**src/rtl/motor_ctrl_pkg.sv**
```systemverilog
// motor_ctrl_pkg: shared widths, FSM state type and saturation helpers for the
// motor control path (speed PID and its multiply-accumulate unit).
package motor_ctrl_pkg;

    localparam int FRAC_BITS = 8;
    localparam int ERR_W     = 18;
    localparam int GAIN_W    = 16;
    localparam int ACC_W     = 51;
    localparam int MUL_A_W   = GAIN_W + 1;
    localparam int MUL_B_W   = 32;
    localparam int INTEG_W   = 32;

    typedef enum logic [2:0] {
        IDLE,
        ERR,
        MUL_P,
        MUL_I,
        MUL_D,
        SUM
    } pid_state_t;

    // Saturate a 33-bit signed difference to the 18-bit signed error range.
    function automatic logic signed [ERR_W-1:0] sat_err(input logic signed [32:0] v);
        if (v > 33'sd131071) begin
            return 18'sh1ffff;
        end else if (v < -33'sd131072) begin
            return 18'sh20000;
        end else begin
            return $signed(v[ERR_W-1:0]);
        end
    endfunction

    // Clamp a one-bit-wider integrator sum to +/-lim.
    function automatic logic signed [INTEG_W-1:0] clamp_integ(
        input logic signed [INTEG_W:0] v,
        input logic signed [INTEG_W:0] lim
    );
        logic signed [INTEG_W:0] neg_lim;
        neg_lim = -lim;
        if (v > lim) begin
            return $signed(lim[INTEG_W-1:0]);
        end else if (v < neg_lim) begin
            return $signed(neg_lim[INTEG_W-1:0]);
        end else begin
            return $signed(v[INTEG_W-1:0]);
        end
    endfunction

endpackage

```
**src/rtl/pid_mac.sv**
```systemverilog
// pid_mac: shared signed 17x32 multiplier feeding a 51-bit accumulator register.
// Ports:
//   clock, reset      system clock, synchronous active-low reset
//   clear             zero the accumulator on the next edge
//   accumulate        add a*b into the accumulator on the next edge
//   a, b              signed multiplier operands
//   acc               accumulator value
module pid_mac
    import motor_ctrl_pkg::*;
(
    input  logic                       clock,
    input  logic                       reset,
    input  logic                       clear,
    input  logic                       accumulate,
    input  logic signed [MUL_A_W-1:0]  a,
    input  logic signed [MUL_B_W-1:0]  b,
    output logic signed [ACC_W-1:0]    acc
);

    localparam int PROD_W = MUL_A_W + MUL_B_W;

    logic signed [PROD_W-1:0] product;

    assign product = PROD_W'(a) * PROD_W'(b);

    always_ff @(posedge clock) begin
        if (!reset || clear) begin
            acc <= '0;
        end else if (accumulate) begin
            acc <= acc + ACC_W'(product);
        end
    end

endmodule

```
**src/rtl/pid_speed_ctrl.sv**
```systemverilog
// pid_speed_ctrl: one PID update per measurement window, driving the PWM duty.
// Ports:
//   clock, reset      system clock, synchronous active-low reset
//   enable            0 clears loop state, duty and the period counter
//   setpoint, rpm_in  unsigned target and measured speed
//   kp, ki, kd        unsigned Q8.8 gains
//   duty, duty_valid  clamped duty word and its one-cycle update strobe
//   busy              high while an update is in progress
//
// state | meaning
// IDLE  | waiting for the period tick
// ERR   | error, derivative and integrator update; accumulator cleared
// MUL_P | acc += kp * e
// MUL_I | acc += ki * integ
// MUL_D | acc += kd * d
// SUM   | scale, clamp and register duty
module pid_speed_ctrl
    import motor_ctrl_pkg::*;
#(
    parameter int UPDATE_PERIOD = 100000002,
    parameter int DUTY_WIDTH    = 8,
    parameter int INT_LIMIT     = 1048576
)(
    input  logic                  clock,
    input  logic                  reset,
    input  logic                  enable,
    input  logic [31:0]           setpoint,
    input  logic [31:0]           rpm_in,
    input  logic [GAIN_W-1:0]     kp,
    input  logic [GAIN_W-1:0]     ki,
    input  logic [GAIN_W-1:0]     kd,
    output logic [DUTY_WIDTH-1:0] duty,
    output logic                  duty_valid,
    output logic                  busy
);

    localparam int CNT_W = 32;
    localparam logic [CNT_W-1:0] TICK_CNT = CNT_W'(UPDATE_PERIOD - 1);
    localparam logic signed [INTEG_W:0] INT_LIM = (INTEG_W+1)'(INT_LIMIT);
    localparam logic signed [ACC_W-1:0] DUTY_MAX = ACC_W'(2**DUTY_WIDTH - 1);

    pid_state_t state, state_next;

    logic [CNT_W-1:0]          count;
    logic                      tick;
    logic [31:0]               sp_q, rpm_q;
    logic [GAIN_W-1:0]         kp_q, ki_q, kd_q;
    logic signed [ERR_W-1:0]   e_prev;
    logic signed [ERR_W:0]     d_q;
    logic signed [INTEG_W-1:0] integ;
    logic                      sat_hi, sat_lo;

    logic signed [32:0]        e_wide;
    logic signed [ERR_W-1:0]   e_new;
    logic signed [ERR_W:0]     d_new;
    logic signed [INTEG_W:0]   integ_sum;
    logic signed [INTEG_W-1:0] integ_new;
    logic                      hold_integ;

    logic                      mac_clear, mac_acc;
    logic signed [MUL_A_W-1:0] mul_a;
    logic signed [MUL_B_W-1:0] mul_b;
    logic signed [ACC_W-1:0]   acc;
    logic signed [ACC_W-1:0]   acc_sh;
    logic [DUTY_WIDTH-1:0]     duty_new;
    logic                      clip_hi, clip_lo;

    assign tick = (count == TICK_CNT);
    assign busy = (state != IDLE);

    // After ERR, e_prev already holds this update's error, so MUL_P reads it.
    assign e_wide    = $signed({1'b0, sp_q}) - $signed({1'b0, rpm_q});
    assign e_new     = sat_err(e_wide);
    assign d_new     = (ERR_W+1)'(e_new) - (ERR_W+1)'(e_prev);
    assign integ_sum = (INTEG_W+1)'(integ) + (INTEG_W+1)'(e_new);
    assign integ_new = clamp_integ(integ_sum, INT_LIM);
    assign hold_integ = (sat_hi && !e_new[ERR_W-1] && (e_new != '0))
                     || (sat_lo && e_new[ERR_W-1]);

    always_ff @(posedge clock) begin
        if (!reset || !enable) begin
            state <= IDLE;
        end else begin
            state <= state_next;
        end
    end

    always_comb begin
        state_next = state;
        mac_clear  = 1'b0;
        mac_acc    = 1'b0;
        mul_a      = '0;
        mul_b      = '0;
        case (state)
            IDLE:  if (tick) state_next = ERR;
            ERR: begin
                mac_clear  = 1'b1;
                state_next = MUL_P;
            end
            MUL_P: begin
                mac_acc    = 1'b1;
                mul_a      = $signed({1'b0, kp_q});
                mul_b      = MUL_B_W'(e_prev);
                state_next = MUL_I;
            end
            MUL_I: begin
                mac_acc    = 1'b1;
                mul_a      = $signed({1'b0, ki_q});
                mul_b      = MUL_B_W'(integ);
                state_next = MUL_D;
            end
            MUL_D: begin
                mac_acc    = 1'b1;
                mul_a      = $signed({1'b0, kd_q});
                mul_b      = MUL_B_W'(d_q);
                state_next = SUM;
            end
            SUM:     state_next = IDLE;
            default: state_next = IDLE;
        endcase
    end

    pid_mac u_mac (
        .clock      (clock),
        .reset      (reset),
        .clear      (mac_clear),
        .accumulate (mac_acc),
        .a          (mul_a),
        .b          (mul_b),
        .acc        (acc)
    );

    assign acc_sh = acc >>> FRAC_BITS;

    always_comb begin
        duty_new = acc_sh[DUTY_WIDTH-1:0];
        clip_hi  = 1'b0;
        clip_lo  = 1'b0;
        if (acc_sh[ACC_W-1]) begin
            duty_new = '0;
            clip_lo  = 1'b1;
        end else if (acc_sh > DUTY_MAX) begin
            duty_new = '1;
            clip_hi  = 1'b1;
        end
    end

    always_ff @(posedge clock) begin
        if (!reset || !enable) begin
            count      <= '0;
            sp_q       <= '0;
            rpm_q      <= '0;
            kp_q       <= '0;
            ki_q       <= '0;
            kd_q       <= '0;
            e_prev     <= '0;
            d_q        <= '0;
            integ      <= '0;
            sat_hi     <= 1'b0;
            sat_lo     <= 1'b0;
            duty       <= '0;
            duty_valid <= 1'b0;
        end else begin
            duty_valid <= 1'b0;
            if (tick) begin
                count <= '0;
                sp_q  <= setpoint;
                rpm_q <= rpm_in;
                kp_q  <= kp;
                ki_q  <= ki;
                kd_q  <= kd;
            end else begin
                count <= count + CNT_W'(1);
            end
            if (state == ERR) begin
                e_prev <= e_new;
                d_q    <= d_new;
                if (!hold_integ) begin
                    integ <= integ_new;
                end
            end
            if (state == SUM) begin
                duty       <= duty_new;
                duty_valid <= 1'b1;
                sat_hi     <= clip_hi;
                sat_lo     <= clip_lo;
            end
        end
    end

endmodule

```
**config.mk**
```make
export PLATFORM = sky130hd
export DESIGN_NAME = pid_speed_ctrl
export DESIGN_NICKNAME = d
export VERILOG_FILES = /design/src/rtl/motor_ctrl_pkg.sv /design/src/rtl/pid_mac.sv /design/src/rtl/pid_speed_ctrl.sv
export SDC_FILE = /design/constraint.sdc
export NUM_CORES = 2
export LEC_CHECK = 0
export BUFFER_PORTS_ARGS = -buffer_cell sky130_fd_sc_hd__buf_2
export CAP_MARGIN = 10
export CORE_MARGIN = 4
export CORE_UTILIZATION = 35
export DETAILED_ROUTE_END_ITERATION = 6
export PLACE_DENSITY = 0.52
export SYNTH_ARGS = -nofsm -noshare
export SYNTH_HDL_FRONTEND = slang
export SYNTH_SLANG_ARGS = --single-unit
```
**constraint.sdc**
```tcl
create_clock -name clock -period 8.19 [get_ports clock]
set_input_delay 1.638 -clock clock [delete_from_list [all_inputs] [get_ports clock]]
set_output_delay 1.638 -clock clock [all_outputs]
set_load 0.03 [all_outputs]
```
==> impl_metrics.csv <==
group,metric,value,unit
power_and_ir_drop,power_density,77.2,nW/µm²
drt,routed_wirelength,106,mm
yosys,asyncSetResetFlopFracSynth,0,
worst_setup_path,setup_slack_on_the_worst_flop_to_flop_path,0.39,ns
cts,cts.sink_count,278,
timing,slew_viol_final,0,
worst_setup_path,timing.reg2reg.worst_path_depth,30,
drt,m1WireLength,45.9,mm
floorplan,core.rowCount,115,
floorplan,fp.dieW,325,µm
timing,min_period,7.80,ns
yosys,synth_cell_types,90,
timing,finalClockSkew,0.0227,ns
yosys,synthesis.area_per_instance,8.17,µm²
timing,finalCritPeriodShare,0.952,
timing,layout_setup_ws,0.395,ns
yosys,synth.ff_latch_count,278,
cts,cts_max_path_buffers,3,
run,drv.max_cap_violation_count,0,
yosys,postSynthCellCount,4294,
timing,timing_worst_slew_pin_value,1.02,ns
global_routing,grt_start_max_net_pins,87,
yosys,yosysTopAreaCell,"sky130_fd_sc_hd__fa_1",
timing,timing.max_slew.rel_slack,0.315,
timing,finalHoldViolations,0,
yosys,yosysTopAreaCellShare,0.321,
worst_setup_path,arrival_time_at_the_worst_endpoint,8.24,ns
worst_setup_path,path_class,"reg -> reg",
drt,dr.pass1.iters,6,
yosys,synth.top_cells.by_area,"sky130_fd_sc_hd__fa_1 (32%), sky130_fd_sc_hd__dfxtp_1 (16%), sky130_fd_sc_hd__inv_1 (7.8%)",
drt,met3RoutedLength,4.87,mm
drt,ant_nets,0,
worst_setup_path,timing.critical_path.from_type,"flip-flop",
power_and_ir_drop,leakage,17.6,nW
yosys,yosysWarningCount,0,
worst_hold_path,hold_class,"reg -> reg",
cts,cts_root_buf,"sky130_fd_sc_hd__clkbuf_16",
timing,fin_worst_hold_slack,0.452,ns
cts,cts_tree,"yes",
drt,maxUsedRoutingLayer,"met4",
worst_setup_path,worst-endpoint-required,8.64,ns
yosys,seq_area_frac_synth,0.159,
worst_hold_path,worstHoldPathCells,2,
placement,preCtsSetupSlack,0.0120,ns
drt,number_of_vias_per_cell_after_detailed_routing,5.09,
yosys,dominantRegCellSynth,"sky130_fd_sc_hd__dfxtp_1",
worst_setup_path,cp_common_cell,"sky130_fd_sc_hd__fa_1",
worst_setup_path,delay_of_the_slowest_critical_path_stage,0.52,ns
cts,cts-buffers-inserted,36,
cells_and_area,final_layout_size_suffix_gt1_frac,0.112,
floorplan,io_pins,125,
placement,gp_congestion,0.912,
global_routing,grt_antenna_before_repair,2,
cts,cts.reportedPaths.clkPinSlew,0.06,ns
floorplan,start_util,0.355,
floorplan,die-height,325,µm
global_routing,grt.total_usage,0.203,
cts,cts-htree-levels,2,
global_routing,gr-total-overflow,0,
worst_setup_path,end_kind,"flip-flop",
placement,hpwlAfterDp,87.8,mm
floorplan,fp.coreArea,99000,µm²
cts,clkLatencyLatePin,0.57,ns
drt,met2_length,52.9,mm
placement,port_buffers,124,
status,outcome,"finished clean",
timing,top_achievable_clock_speed,128,MHz
yosys,synth_cell_area,35100,µm²
cells_and_area,layout_nets,5336,
drt,dr.first_iter.drc_count,1969,
floorplan,fp.dieArea,105000,µm²
power_and_ir_drop,worst_ir_drop_vdd,0.112,mV
yosys,syn_nets,5162,
cells_and_area,synthToLayoutAreaGrowth,13.6,%
global_routing,first_global_vias,30500,
worst_setup_path,cpMaxStageDelayCell,"sky130_fd_sc_hd__fa_1",
drt,wl_per_cell,18.4,µm
timing,finalSetupViolCount,0,
yosys,count_of_flip_flops_with_a_built_in_enable_after_synthesis,0,
drt,via_count,29400,
global_routing,first_pass_grt_wire_length,171,mm
worst_setup_path,timing.critical_path.fanout_max,18,
drt,post-route-drc-count,0,
==> metrics by stage <==
step / setup TNS (ns) / std cells / util / cell area (µm²) / power (mW)
floorplan: 0 / 4294 / - / 35100 / 1.40
global placement: 0 / 5710 / 0.388 / 38400 / 1.45
detailed placement: 0 / 5710 / 0.388 / 38400 / 1.45
CTS: 0 / 5779 / 0.401 / 39700 / 3.13
global route: -0.0608 / 5783 / 0.403 / 39900 / 3.20
finish: 0 / 5785 / 0.403 / 39900 / 3.08
==> what timing repair did <==
item,4_1_cts,5_1_grt
pin swaps,1,8
gates cloned,1,1
endpoints found under the setup margin,3,36
resized for setup,2,43
setup buffers,2,3
hold buffers,0,0
==> routing by layer <==
layer / up-vias / global-route usage
met5: - / 0
met4: 0 / 0.0510
met3: 145 / 0.0259
met2: 618 / 0.358
met1: 14700 / 0.265
li1: 14000 / -
==> registers in the layout (all words and copies together), names as in the netlist, 18 cells and up <==
signal     flops
u_mac.acc     51
count         32
integ         32
rpm_q         32
sp_q          32
d_q           19
e_prev        18
==> cells by family after synthesis <==
group                    count (synthesis)  synth area share
flip-flops                             278             0.159
buffers and inverters                  943             0.102
adder cells (fa/ha/maj)                753             0.389
AO/OA/AOI/OAI                          783             0.143
multiplexers                             5           0.00143
AND/OR/NAND/NOR                       1391             0.171
XOR/XNOR                               141            0.0352
==> cells in the mapped netlist (all sizes together), types with 8 or more instances <==
master	number
o211ai	11
o21bai	13
a211o	10
a2111oi	9
xor2	57
a22oi	37
buf	30
o31ai	11
or3	31
xnor2	84
o21ai	87
ha	190
or2	8
nor2	371
and3	29
nand3	59
inv	727
nand2b	18
nor4	27
a21o	83
dfxtp	278
clkbuf	186
o2bb2ai	19
fa	563
nand3b	8
and2	16
nand4	29
o21a	44
a21oi	343
a31oi	15
a211oi	34
nand2	703
nor2b	18
nor3	45
==> worst paths after layout <==
check | startpoint | end
setup / recovery | state[1] | u_mac.acc[38]
hold reg to reg | rpm_q[28] | rpm_q[28]
hold / removal | rpm_q[28] | rpm_q[28]
setup reg to reg | state[1] | u_mac.acc[38]
==> power breakdown <==
group	switching, mW	internal, mW	leakage (nW)	total, mW
combinational	0.0396	0.0233	14.7	0.0630
clock	0.691	0.972	0.609	1.66
sequential	0.000589	1.35	2.24	1.35
==> critical path, delay by kind of cell (launching register included) <==
kind / cells / cell delay, ns
AO/OA/AOI/OAI: 10 / 2.03
XOR/XNOR: 1 / 0.07
adder cells (fa/ha/maj): 7 / 3.25
buffers and inverters: 7 / 0.93
flip-flops: 1 / 0.37
AND/OR/NAND/NOR: 5 / 1.00
==> layout by cell type, fill, tap and decap left out, drive strengths merged, types with 12 or more instances in the layout <==
cell type,netlist,routed
nand2b,18,18
nor3,45,45
or3,31,31
nand3,59,59
nand2,703,703
buf,30,350
ha,190,190
and3,29,29
xnor2,84,84
dfxtp,278,278
clkbuf,186,47
a21oi,343,343
clkinv,0,12
o21bai,13,13
inv,727,731
a31oi,15,15
fa,563,563
a21o,83,83
nor4,27,27
xor2,57,57
o21a,44,44
o21ai,87,87
nor2,371,371
a22oi,37,37
nand4,29,29
o2bb2ai,19,19
nor2b,18,18
a211oi,34,34
and2,16,17
==> cell type report <==
class / count / area [µm²]
timing repair buffer: 351 / 2540
clock inverter: 20 / 229
antenna: 2 / 5.00
fill: 10300 / 59100
multi-input combinational: 3074 / 26200
inverter: 727 / 2730
sequential: 278 / 5570
tap: 1287 / 1610
clock buffer: 46 / 1000
Power figures use the tool's default switching activity.
